$ cat config.mk
export PLATFORM = sky130hd
export DESIGN_NAME = tdm_demux
export DESIGN_NICKNAME = d
export VERILOG_FILES = /design/src/rtl/tdm_demux.sv
export SDC_FILE = /design/constraint.sdc
export NUM_CORES = 1
export LEC_CHECK = 0
export CORE_MARGIN = 2
export CORE_UTILIZATION = 63
export CTS_BUF_LIST = sky130_fd_sc_hd__clkbuf_4
export CTS_CLUSTER_DIAMETER = 80
export CTS_CLUSTER_SIZE = 12
export DETAILED_ROUTE_END_ITERATION = 10
export DONT_BUFFER_PORTS = 1
export PLACE_DENSITY_LB_ADDON = 0.2
export SLEW_MARGIN = 20
export SYNTH_ARGS = -nofsm -noshare
export SYNTH_HDL_FRONTEND = slang
export SYNTH_SLANG_ARGS = --single-unit
$ cat constraint.sdc
create_clock -name clk -period 2.4 [get_ports clk]
set_clock_uncertainty 0.15 [all_clocks]
set_input_delay 0.6 -clock clk [delete_from_list [all_inputs] [get_ports clk]]
set_output_delay 0.6 -clock clk [all_outputs]
set_load 0.005 [all_outputs]
$ cat src/rtl/tdm_demux.sv
// tdm_demux: recovers WIDTH channels from a time-division 1-bit link into a
// parallel word, flags each completed frame and reports framing errors.
module tdm_demux #(
    parameter int unsigned WIDTH = 8
) (
    input  logic             clk,
    input  logic             reset,
    input  logic             in_bit,
    input  logic             in_valid,
    input  logic             in_sof,
    output logic [WIDTH-1:0] out_data,
    output logic             out_valid,
    output logic             frame_err
);

    localparam int unsigned     CNT_W = (WIDTH > 2) ? $clog2(WIDTH) : 1;
    localparam logic [CNT_W-1:0] LAST  = CNT_W'(WIDTH - 1);

    typedef enum logic {
        IDLE = 1'b0,
        RECV = 1'b1
    } state_t;

    state_t             r_state;
    logic [CNT_W-1:0]   r_cnt;
    logic [WIDTH-1:0]   r_shd;
    logic [WIDTH-1:0]   r_out_data;
    logic               r_out_valid;
    logic               r_frame_err;

    state_t             w_state_nxt;
    logic [CNT_W-1:0]   w_cnt_nxt;
    logic [WIDTH-1:0]   w_shd_nxt;
    logic [WIDTH-1:0]   w_out_data_nxt;
    logic               w_out_valid_nxt;
    logic               w_frame_err_nxt;

    // State register; reset wins over a simultaneous beat.
    always_ff @(posedge clk) begin
        if (reset) begin
            r_state <= IDLE;
        end else begin
            r_state <= w_state_nxt;
        end
    end

    // Next-state, slot capture and output pulses; idle cycles only clear pulses.
    always_comb begin
        w_state_nxt     = r_state;
        w_cnt_nxt       = r_cnt;
        w_shd_nxt       = r_shd;
        w_out_data_nxt  = r_out_data;
        w_out_valid_nxt = 1'b0;
        w_frame_err_nxt = 1'b0;
        if (in_valid) begin
            case (r_state)
                IDLE: begin
                    if (in_sof) begin
                        w_shd_nxt[0] = in_bit;
                        w_cnt_nxt    = CNT_W'(1);
                        w_state_nxt  = RECV;
                    end else begin
                        w_frame_err_nxt = 1'b1;
                    end
                end
                RECV: begin
                    if (in_sof) begin
                        // Early SOF: drop the partial frame and restart at slot 0.
                        w_frame_err_nxt = 1'b1;
                        w_shd_nxt[0]    = in_bit;
                        w_cnt_nxt       = CNT_W'(1);
                    end else if (r_cnt == LAST) begin
                        w_out_data_nxt  = {in_bit, r_shd[WIDTH-2:0]};
                        w_out_valid_nxt = 1'b1;
                        w_cnt_nxt       = '0;
                        w_state_nxt     = IDLE;
                    end else begin
                        w_shd_nxt[r_cnt] = in_bit;
                        w_cnt_nxt        = r_cnt + CNT_W'(1);
                    end
                end
                default: begin
                    w_state_nxt = IDLE;
                end
            endcase
        end
    end

    // Datapath and registered outputs.
    always_ff @(posedge clk) begin
        if (reset) begin
            r_cnt       <= '0;
            r_shd       <= '0;
            r_out_data  <= '0;
            r_out_valid <= 1'b0;
            r_frame_err <= 1'b0;
        end else begin
            r_cnt       <= w_cnt_nxt;
            r_shd       <= w_shd_nxt;
            r_out_data  <= w_out_data_nxt;
            r_out_valid <= w_out_valid_nxt;
            r_frame_err <= w_frame_err_nxt;
        end
    end

    assign out_data  = r_out_data;
    assign out_valid = r_out_valid;
    assign frame_err = r_frame_err;

endmodule

# Word-level counts from Yosys, hierarchy flattened
# Index checks and enable logic that the tools add are counted.
# totals
input_bits,5
elab_cells,42
output_inout_bits,10
register_bits,22
# classes
bitwise_logic,4
n_reduce_logical,7
n_lt_le_gt_ge,2
addsub,1
muxes,18
eq_ne,3
# ops
operator,count
1-bit two-way mux,9
3-bit two-way mux,3
8-bit bitwise mux,1
4-bit AND reduction,2
1-bit one-hot mux with 2 select lines,3
3-bit one-hot mux with 2 select lines,1
"3-bit by 4-bit less-than comparator with 1-bit output, second input constant",1
1-bit inverter,4
4-bit OR reduction,1
"3-bit by 1-bit adder with 3-bit output, second input constant",1
1-bit demux with 3-bit select,1
"3-bit equality test, second input constant",1
"3-bit by 1-bit greater-or-equal comparator with 1-bit output, second input constant",1
"3-bit != test, second input constant",1
3-bit AND reduction,1
"2-bit != test, second input constant",1
2-bit AND reduction,1
2-bit OR reduction,1
1-bit logical AND,1

# Longest topological paths before layout
# Gate-level depths: netlist of run 1.
# depth
word_depth,8
mapped_depth,6
ltp_nobuf,5

# Worst setup path before layout of run 1
# OpenSTA, ideal clock, no wires.
# synth_path
path_kind,flip-flop to flip-flop
start,reg r_cnt[0]
end,reg r_shd[6]
t_required_ns,2.178
slack_ns,0.707
period_less_slack_ns,1.693
stages_incl_launch_ff,6
n_path_buf,0
setup_ns,0.072
arrival_time_ns,1.471
path_cell_list,dfxtp_1 > ha_1 > ha_1 > and4bb_1 > and4_2 > mux2i_1
# synth_between
elab_chain_cells,5
word_cells_on_any_way,9
cone_classes,2 x order compare; 1 x eq/ne; 3 x mux; 1 x bitwise; 2 x reduce/logical
# synth_rtl
element,line,text
from (decl),25,logic [CNT_W-1:0] r_cnt;
from (signal assigned),98,r_cnt <= w_cnt_nxt;
3-bit by 4-bit less-than comparator with 1-bit output (implied by the code) / 3-bit by 1-bit greater-or-equal comparator with 1-bit output (equally long branches),78,w_shd_nxt[r_cnt] = in_bit;
1-bit logical AND (implied by the code),78,
1-bit two-way mux (implied by the code),78,
1-bit demux with 3-bit select,78,
8-bit bitwise mux,78,
to (signal assigned),99,r_shd <= w_shd_nxt;
to (decl),26,logic [WIDTH-1:0] r_shd;
# Several ways; a longest one is shown, not always the timed one.
# A chain may end at the register's enable or synchronous reset.

# Worst setup path in the final report of run 1
# layout_path
start,reg r_cnt[1]
end,reg r_shd[6]
# Same word-level chain as after synthesis.

==> results of run 1 <==
logic make-up after synthesis:
kind of cell / Yosys count / synth area share
fa+ha+maj: 5 / 0.0653
simple gates: 45 / 0.275
compound gates: 17 / 0.121
mux: 6 / 0.0627
flops: 21 / 0.439
buf+inv: 7 / 0.0365
final timing paths:
| kind | start | end | slack [ns] | depth (start not counted) |
|---|---|---|---|---|
| worst min register to register | r_shd[2] | out_data[2] | 0.31 | 2 |
| worst max register to register | r_cnt[1] | r_shd[6] | 0.57 | 5 |
| worst min-delay path | reset | r_state | 0.20 | 1 |
| worst max-delay path | r_cnt[1] | r_shd[6] | 0.57 | 5 |
synth_stat cells, types with 2 or more instances:
library cell and instances:
and3b_1 2, nand2_1 17, clkbuf_1 2, a22oi_1 3, inv_1 3, nand4b_1 5, nor2_1 5, nand2b_1 7
mux2i_1 6, ha_1 5, a21oi_1 9, dfxtp_1 21
where the power goes:
part           switching (mW)  internal (mW)  total [mW]
Clock                   0.106         0.0622       0.168
Sequential            0.00551          0.353       0.359
Combinational          0.0133         0.0132      0.0265
registers in the layout (all words and copies together), names as in the netlist:
name       flops
frame_err      1
r_shd          7
out_data       8
r_cnt          3
out_valid      1
r_state        1
metal layers:
layer | part of all wire | vias to the layer above | wire length (um) | GRT usage
li1 | - | 356 | - | -
met2 | 0.48 | 22 | 803 | 0.333
met1 | 0.44 | 335 | 732 | 0.247
met5 | 0 | - | 0 | 0
met4 | 0.023 | 0 | 39 | 0.0909
met3 | 0.052 | 5 | 87 | 0.0383
final cells by class:
class | count | area share
clock inverters | 1 | 0.00510
multi-input cells | 73 | 0.512
inverters | 3 | 0.0115
flip-flops and latches | 21 | 0.428
clock buffers | 3 | 0.0229
well taps | 16 | 0.0204
==> impl_metrics.json, run 1 <==
{
  "io_pins": 15,
  "post_cts_buffers": 0,
  "timing.final.ws_setup_ns": 0.569,
  "setup_tns_ns": 0,
  "cts_tree": "yes",
  "synth_edf_count": 0,
  "register_area_sq_um": 420,
  "pre_cts_ws_ns": 0.597,
  "grtUsageTotal": 0.199,
  "grt_first_pass_wirelength_mm": 2.82,
  "syn_area_per_cell_sq_um": 9.49,
  "clk_latency_ns": 0.30,
  "cap_viol_max_count": 0,
  "setup_viol": 0,
  "fin_crit_sh": 0.763,
  "place_hpwl_mm": 1.21,
  "slowest_stage": "dfxtp_1",
  "ant_nets": 0,
  "final_common_cell": "dfxtp_1",
  "worstMarginPinSlew_ns": 0.379,
  "drive_gt1_frac": 0.0594,
  "fin_cells": 117,
  "grt_overflow_total": 0,
  "cp_top_family": "simple AND/OR/NAND/NOR gates",
  "slew_headroom": 0.744,
  "wire_per_inst_um": 14.2,
  "drtIter0Drc": 17,
  "crit_top_cell": "ha_1",
  "fin_util": 0.668,
  "core-area_sq_mm": 0.00147,
  "fmax_ghz": 0.546,
  "synth_seq_area_share": 0.439,
  "vdd_ir_drop_max_v": 0.000412,
  "path_class": "reg2reg",
  "multi_input_area_sq_um": 503,
  "numPortBuffers": 0,
  "finalMaxSlewViolations": 0,
  "rsz0062_at_grt": "false",
  "start_util": 0.651,
  "most-common-layout-cells": "21 x dfxtp_1, 17 x nand2_1, 9 x a21oi_1",
  "grt_pass1_vias": 698,
  "yosysWarnings": 0,
  "pwr_density_cell_mw_per_mm2": 563,
  "grt_max_degree": 23,
  "synth_top_flop_cell": "dfxtp_1",
  "synth_nets": 111,
  "nFillCells": 151,
  "postCtsResizedCells": 0,
  "via_count": 718,
  "routed_wl_mm": 1.66,
  "synthToLayoutAreaGrowth_pct": 2.48,
  "vias_per_cell": 6.14,
  "holdWs_ns": 0.197,
  "hold_path_class": "in2reg",
  "cts_made_buffers": 3,
  "synth.largest_area_cell": "dfxtp_1",
  "status": "completed",
  "antenna_found_initial": 0,
  "clk_pin_slew_ns": 0.11,
  "dpl.cell_count": 113,
  "postPlaceCellArea_sq_um": 955,
  "cpPeakStageDelay_ns": 0.40,
  "synth.distinct_cells": 28,
  "cts_buffer_depth": 2,
  "path_max_fanout": 9,
  "synth_seq_cells": 21,
  "die_area_sq_mm": 0.00185,
  "hold_viol": 0,
  "syn_area_sq_um": 958,
  "drc": 0,
  "syn_inst": 101,
  "yosysTopAreaCellShare": 0.439,
  "start_kind": "register",
  "required_ns": 2.49,
  "antenna_cells": 0,
  "finalPower_mw": 0.553,
  "stdcell_area_sq_um": 982,
  "gp_congestion": 0.889,
  "clkSinkCount": 21,
  "cp.arrival_ns": 1.92,
  "drt_pass1_iterations": 6,
  "cp_cell_sequence": "ha_1 -> ha_1 -> and4bb_1 -> and4_2 -> mux2i_1",
  "period_minus_slack_ns": 1.83,
  "nets": 112,
  "chipHeight_um": 43.0,
  "async_reset_ff_frac": 0,
  "p_leak_nw": 0.400,
  "ctsHtreeMaxLevel": 1,
  "synth.area.top_cells": "dfxtp_1 44%, nand2_1 6.7%, ha_1 6.5%, mux2i_1 6.3%, a21oi_1 4.7%",
  "critPathBufInv": 0,
  "hold_buffers": 0,
  "clk_root_buffer_cell": "clkbuf_4",
  "crit_path_end_kind": "register",
  "chipWidth_um": 43.0,
  "fp-row-count": 14
}
Power figures use the tool's default switching activity.
==> inputs of run 2 (changes only) <==
- CORE_UTILIZATION: 63 -> 57
- clock period: 2.4 -> 1.6 ns (I/O delays scaled with it)
==> run 2 against run 1 <==
The run now ends with negative setup slack left. Non-clock buffer count increased by 8. Total power increased by 53%. Highest routed layer unchanged. Cell area increased by 9.8%.
==> impl_metrics.json, run 2 (synthesized netlist as in run 1, its figures left out) <==
{
  "status": "finished with violations",
  "failed_checks": "negative setup slack",
  "core-area_sq_mm": 0.00154,
  "cts_made_buffers": 3,
  "cp.arrival_ns": 1.75,
  "grt_max_degree": 14,
  "cts_buffer_depth": 2,
  "cap_viol_max_count": 0,
  "rsz0062_at_grt": "true",
  "most-common-layout-cells": "19 x dfxtp_1, 17 x nand2_1, 9 x a21oi_1",
  "pwr_density_cell_mw_per_mm2": 785,
  "largest_reg_flops": 8,
  "routed_wl_mm": 1.98,
  "fin_cells": 125,
  "dpl.cell_count": 120,
  "die_area_sq_mm": 0.00203,
  "p_leak_nw": 0.434,
  "ctsHtreeMaxLevel": 1,
  "finalPower_mw": 0.847,
  "intPower_mw": 0.651,
  "period_minus_slack_ns": 1.67,
  "power.share.sequential": 0.632,
  "rr_startpoint": "r_cnt[1]",
  "grtUsageTotal": 0.228,
  "fin_crit_sh": 1.04,
  "grt_pass1_vias": 781,
  "cts_tree": "yes",
  "chipHeight_um": 45.0,
  "chipWidth_um": 45.0,
  "wire_per_inst_um": 15.9,
  "clk_latency_ns": 0.30,
  "via_count": 755,
  "antenna_cells": 0,
  "nFillCells": 131,
  "setup_viol": 1,
  "numPortBuffers": 0,
  "crit_start": "r_cnt[1]",
  "drive_gt1_frac": 0.183,
  "vias_per_cell": 6.04,
  "fmax_ghz": 0.598,
  "p_sw_frac": 0.232,
  "grt_first_pass_wirelength_mm": 3.36,
  "final_common_cell": "dfxtp_1",
  "start_util": 0.622,
  "comb_power_share": 0.072,
  "pre_cts_ws_ns": -0.0456,
  "fp-row-count": 14,
  "io_pins": 15,
  "holdWs_ns": 0.0758,
  "clkPwrFrac": 0.297,
  "hold_path_class": "in2reg",
  "hold_viol": 0,
  "nets": 120,
  "drt_pass1_iterations": 4,
  "vdd_ir_drop_max_v": 0.000613,
  "drc": 0,
  "gp_congestion": 0.895,
  "start_kind": "register",
  "slew_headroom": 0.656,
  "required_ns": 1.68,
  "path_class": "reg2reg",
  "worstMarginPinSlew_ns": 0.514,
  "post_cts_buffers": 0,
  "crit_path_end_kind": "register",
  "hp-start": "in_bit",
  "ant_nets": 0,
  "timing.final.ws_setup_ns": -0.0718,
  "clk_root_buffer_cell": "clkbuf_4",
  "drtIter0Drc": 28,
  "finalMaxSlewViolations": 0,
  "synthToLayoutAreaGrowth_pct": 12.5,
  "antenna_found_initial": 0,
  "switchingPower_mw": 0.196,
  "grt_overflow_total": 0,
  "clk_pin_slew_ns": 0.12,
  "place_hpwl_mm": 1.39,
  "clkSinkCount": 21,
  "path_max_fanout": 4
}
-- run 2: cell type report --
cell class / instances / area [sq um] / share of cell area
multi-input combinational: 73 / 534 / 0.495
sequential: 21 / 423 / 0.392
timing repair buffer: 8 / 62.6 / 0.0580
clock buffer: 3 / 22.5 / 0.0209
tap: 16 / 20.0 / 0.0186
inverter: 3 / 11.3 / 0.0104
clock inverter: 1 / 5.00 / 0.00464
-- run 2: critical path, cell delays in order (launching register included) --
cell and delay, ns:
dfxtp_2 0.36, ha_4 0.17, ha_4 0.16, and4bb_2 0.34, and4_4 0.22, mux2i_2 0.21
-- run 2: what timing repair did --
action,4_1_cts,5_1_grt
resized for setup,3,3
hold endpoints to repair,13,0
pin swaps,2,1
setup endpoints to repair,1,12
hold buffers,1,0
-- run 2: routing by layer --
metal,vias up,share of wire,global-route usage
met3,2,0.038,0.0440
met4,0,0.0050,0.0824
met5,-,0,0
li1,371,-,-
met1,360,0.45,0.305
met2,22,0.50,0.363
-- run 2: final timing paths --
| path | end | slack, ns | depth (start not counted) |
|---|---|---|---|
| worst min-delay path | out_data[7] | 0.08 | 2 |
| worst min register to register | out_data[5] | 0.31 | 2 |
| worst max-delay path | r_shd[6] | -0.07 | 5 |
| worst max register to register | r_shd[6] | -0.07 | 5 |
-- run 2: power by group through the flow --
| stage | combinational [mW] | clock (mW) | sequential, mW |
|---|---|---|---|
| final | 0.0606 | 0.251 | 0.535 |
| after global routing | 0.0664 | 0.279 | 0.536 |
| after CTS | 0.0593 | 0.262 | 0.535 |
| after detailed placement | 0.0509 | 0 | 0.546 |
| after global placement | 0.0498 | 0 | 0.545 |
| after floorplan | 0.0427 | 0 | 0.548 |
-- run 2: per-stage QoR --
stage                     setup TNS, ns  utilization  cell area (sq um)
final                           -0.0718        0.700               1080
after global routing             -0.224        0.700               1080
after CTS                       -0.0347        0.696               1070
after detailed placement        -0.0456        0.658               1010
after global placement                0        0.658               1010
after floorplan                       0            -                966
==> inputs of run 3 (changes only) <==
- BUFFER_PORTS_ARGS: default -> -buffer_cell sky130_fd_sc_hd__buf_2
- CORE_UTILIZATION: 57 -> 51
- CTS_CLUSTER_DIAMETER: 80 -> default
- DONT_BUFFER_PORTS: 1 -> default
==> run 3 against run 2 <==
Worst setup slack better by 0.079 ns. Final cell count rose by 26%. Sequential share of layout area decreased by 5.1 points. Largest power group unchanged. Count of clock-buffer cells in the layout unchanged. Critical path type unchanged. Via count is 11% higher. Critical endpoint unchanged. Register-to-register slack improved by 0.08 ns. The flow now finishes without violations. Combinational power is 42% higher. Hold slack better by 0.11 ns. Global-route usage fell by 2.9 points.
==> impl_metrics.json, run 3 (synthesized netlist as in run 1, its figures left out) <==
{
  "grt_first_pass_wirelength_mm": 3.05,
  "fp-row-count": 15,
  "hold_path_class": "in2reg",
  "cts_tree": "yes",
  "fin_crit_sh": 0.995,
  "final_common_cell": "dfxtp_1",
  "pwr_density_cell_mw_per_mm2": 707,
  "drc": 0,
  "clk_pin_slew_ns": 0.12,
  "fin_util": 0.710,
  "slew_headroom": 0.800,
  "nFillCells": 134,
  "ctsHtreeMaxLevel": 1,
  "vias_per_cell": 5.34,
  "antenna_cells": 0,
  "via_count": 839,
  "fin_cells": 157,
  "required_ns": 1.69,
  "holdPathStages": 3,
  "synthToLayoutAreaGrowth_pct": 29.4,
  "wire_per_inst_um": 12.5,
  "fmax_ghz": 0.628,
  "chipWidth_um": 47.4,
  "clk_latency_ns": 0.30,
  "cp.arrival_ns": 1.68,
  "worstMarginPinSlew_ns": 0.295,
  "most-common-layout-cells": "19 x dfxtp_1, 17 x nand2_1, 17 x buf_4",
  "clkSinkCount": 21,
  "reg2regPathDepth": 5,
  "place_hpwl_mm": 1.43,
  "grt_overflow_total": 0,
  "nets": 143,
  "dpl.cell_count": 152,
  "drt_pass1_iterations": 4,
  "cts_buffer_depth": 2,
  "start_util": 0.549,
  "timing.final.ws_setup_ns": 0.00773,
  "status": "completed",
  "grt-busiest-layer": "met2",
  "chipHeight_um": 47.4,
  "crit_path_end_kind": "register",
  "setup_viol": 0,
  "drive_gt1_frac": 0.348,
  "p_leak_nw": 0.550,
  "cap_viol_max_count": 0,
  "period_minus_slack_ns": 1.59,
  "use_met1": 0.250,
  "grtUsageMet2": 0.322,
  "path_class": "reg2reg",
  "grtUsageTotal": 0.199,
  "grt_pass1_vias": 735,
  "multi_input_area_sq_um": 549,
  "antenna_found_initial": 0,
  "numPortBuffers": 14,
  "core-area_sq_mm": 0.00175,
  "vdd_ir_drop_max_v": 0.000489,
  "hold_viol": 0,
  "drtIter0Drc": 37,
  "ant_nets": 0,
  "register_area_sq_um": 423,
  "path_max_fanout": 4,
  "routed_wl_mm": 1.97,
  "clk_root_buffer_cell": "clkbuf_4",
  "start_kind": "register",
  "rsz0062_at_grt": "true",
  "hold_buffers": 0,
  "grt_max_degree": 13,
  "pre_cts_ws_ns": -0.0525,
  "gp_congestion": 0.827,
  "setup_tns_ns": 0,
  "grt_util_met3": 0.0346,
  "die_area_sq_mm": 0.00224,
  "io_pins": 15,
  "cts_made_buffers": 3,
  "largest_reg_flops": 8,
  "finalMaxSlewViolations": 0
}
[run 3: cell types whose count changed in the layout (fill, tap and decap cells not counted), sizes merged]
cell,delta
buf,+24
dlygate4sd3,-1
[run 3: worst paths after layout]
| kind | end | slack [ns] | start |
|---|---|---|---|
| setup / recovery | r_shd[6] | 0.008 | r_cnt[1] |
| hold reg to reg | out_data[6] | 0.31 | out_data[6] |
| setup reg to reg | r_shd[6] | 0.008 | r_cnt[1] |
| hold / removal | out_data[7] | 0.19 | in_bit |
[run 3: routing by layer]
metal	share of wire	vias to the layer above
met5	0	-
met4	0.011	0
met3	0.060	2
met2	0.47	30
met1	0.45	388
li1	-	419
[run 3: what timing repair did]
action / in CTS / in global routing
endpoints found under the hold margin: 0 / 0
pin swaps: 3 / 3
endpoints found under the setup margin: 1 / 6
setup buffers: 1 / 0
gates resized for setup: 4 / 5
[run 3: worst max-delay path, stage by stage, from the launching register on]
cell and delay, ns:
dfxtp_2 0.36, ha_4 0.17, ha_4 0.15, and4bb_2 0.32, and4_4 0.21, mux2i_1 0.16
[run 3: power by group]
group | switching [mW] | leakage [nW] | internal (mW) | total (mW)
logic | 0.0448 | 0.362 | 0.0412 | 0.0860
clock network | 0.163 | 0.0177 | 0.0931 | 0.256
registers | 0.00420 | 0.171 | 0.530 | 0.534
[run 3: area by class of cell]
cell class                      count  share of cell area
Multi-Input combinational cell     73               0.443
Clock inverter                      1             0.00404
Tap cell                           25              0.0252
Timing Repair Buffer               31               0.159
Clock buffer                        3              0.0182
Sequential cell                    21               0.341
Inverter                            3             0.00908
[run 3: per-stage QoR]
step	cell area, sq um	total power, mW	hold slack [ns]
after global routing	1240	0.908	0.201
final	1240	0.877	0.190
after detailed placement	1160	0.625	0.293
after floorplan	966	0.591	0.278
after global placement	1160	0.625	0.288
after CTS	1220	0.881	0.180
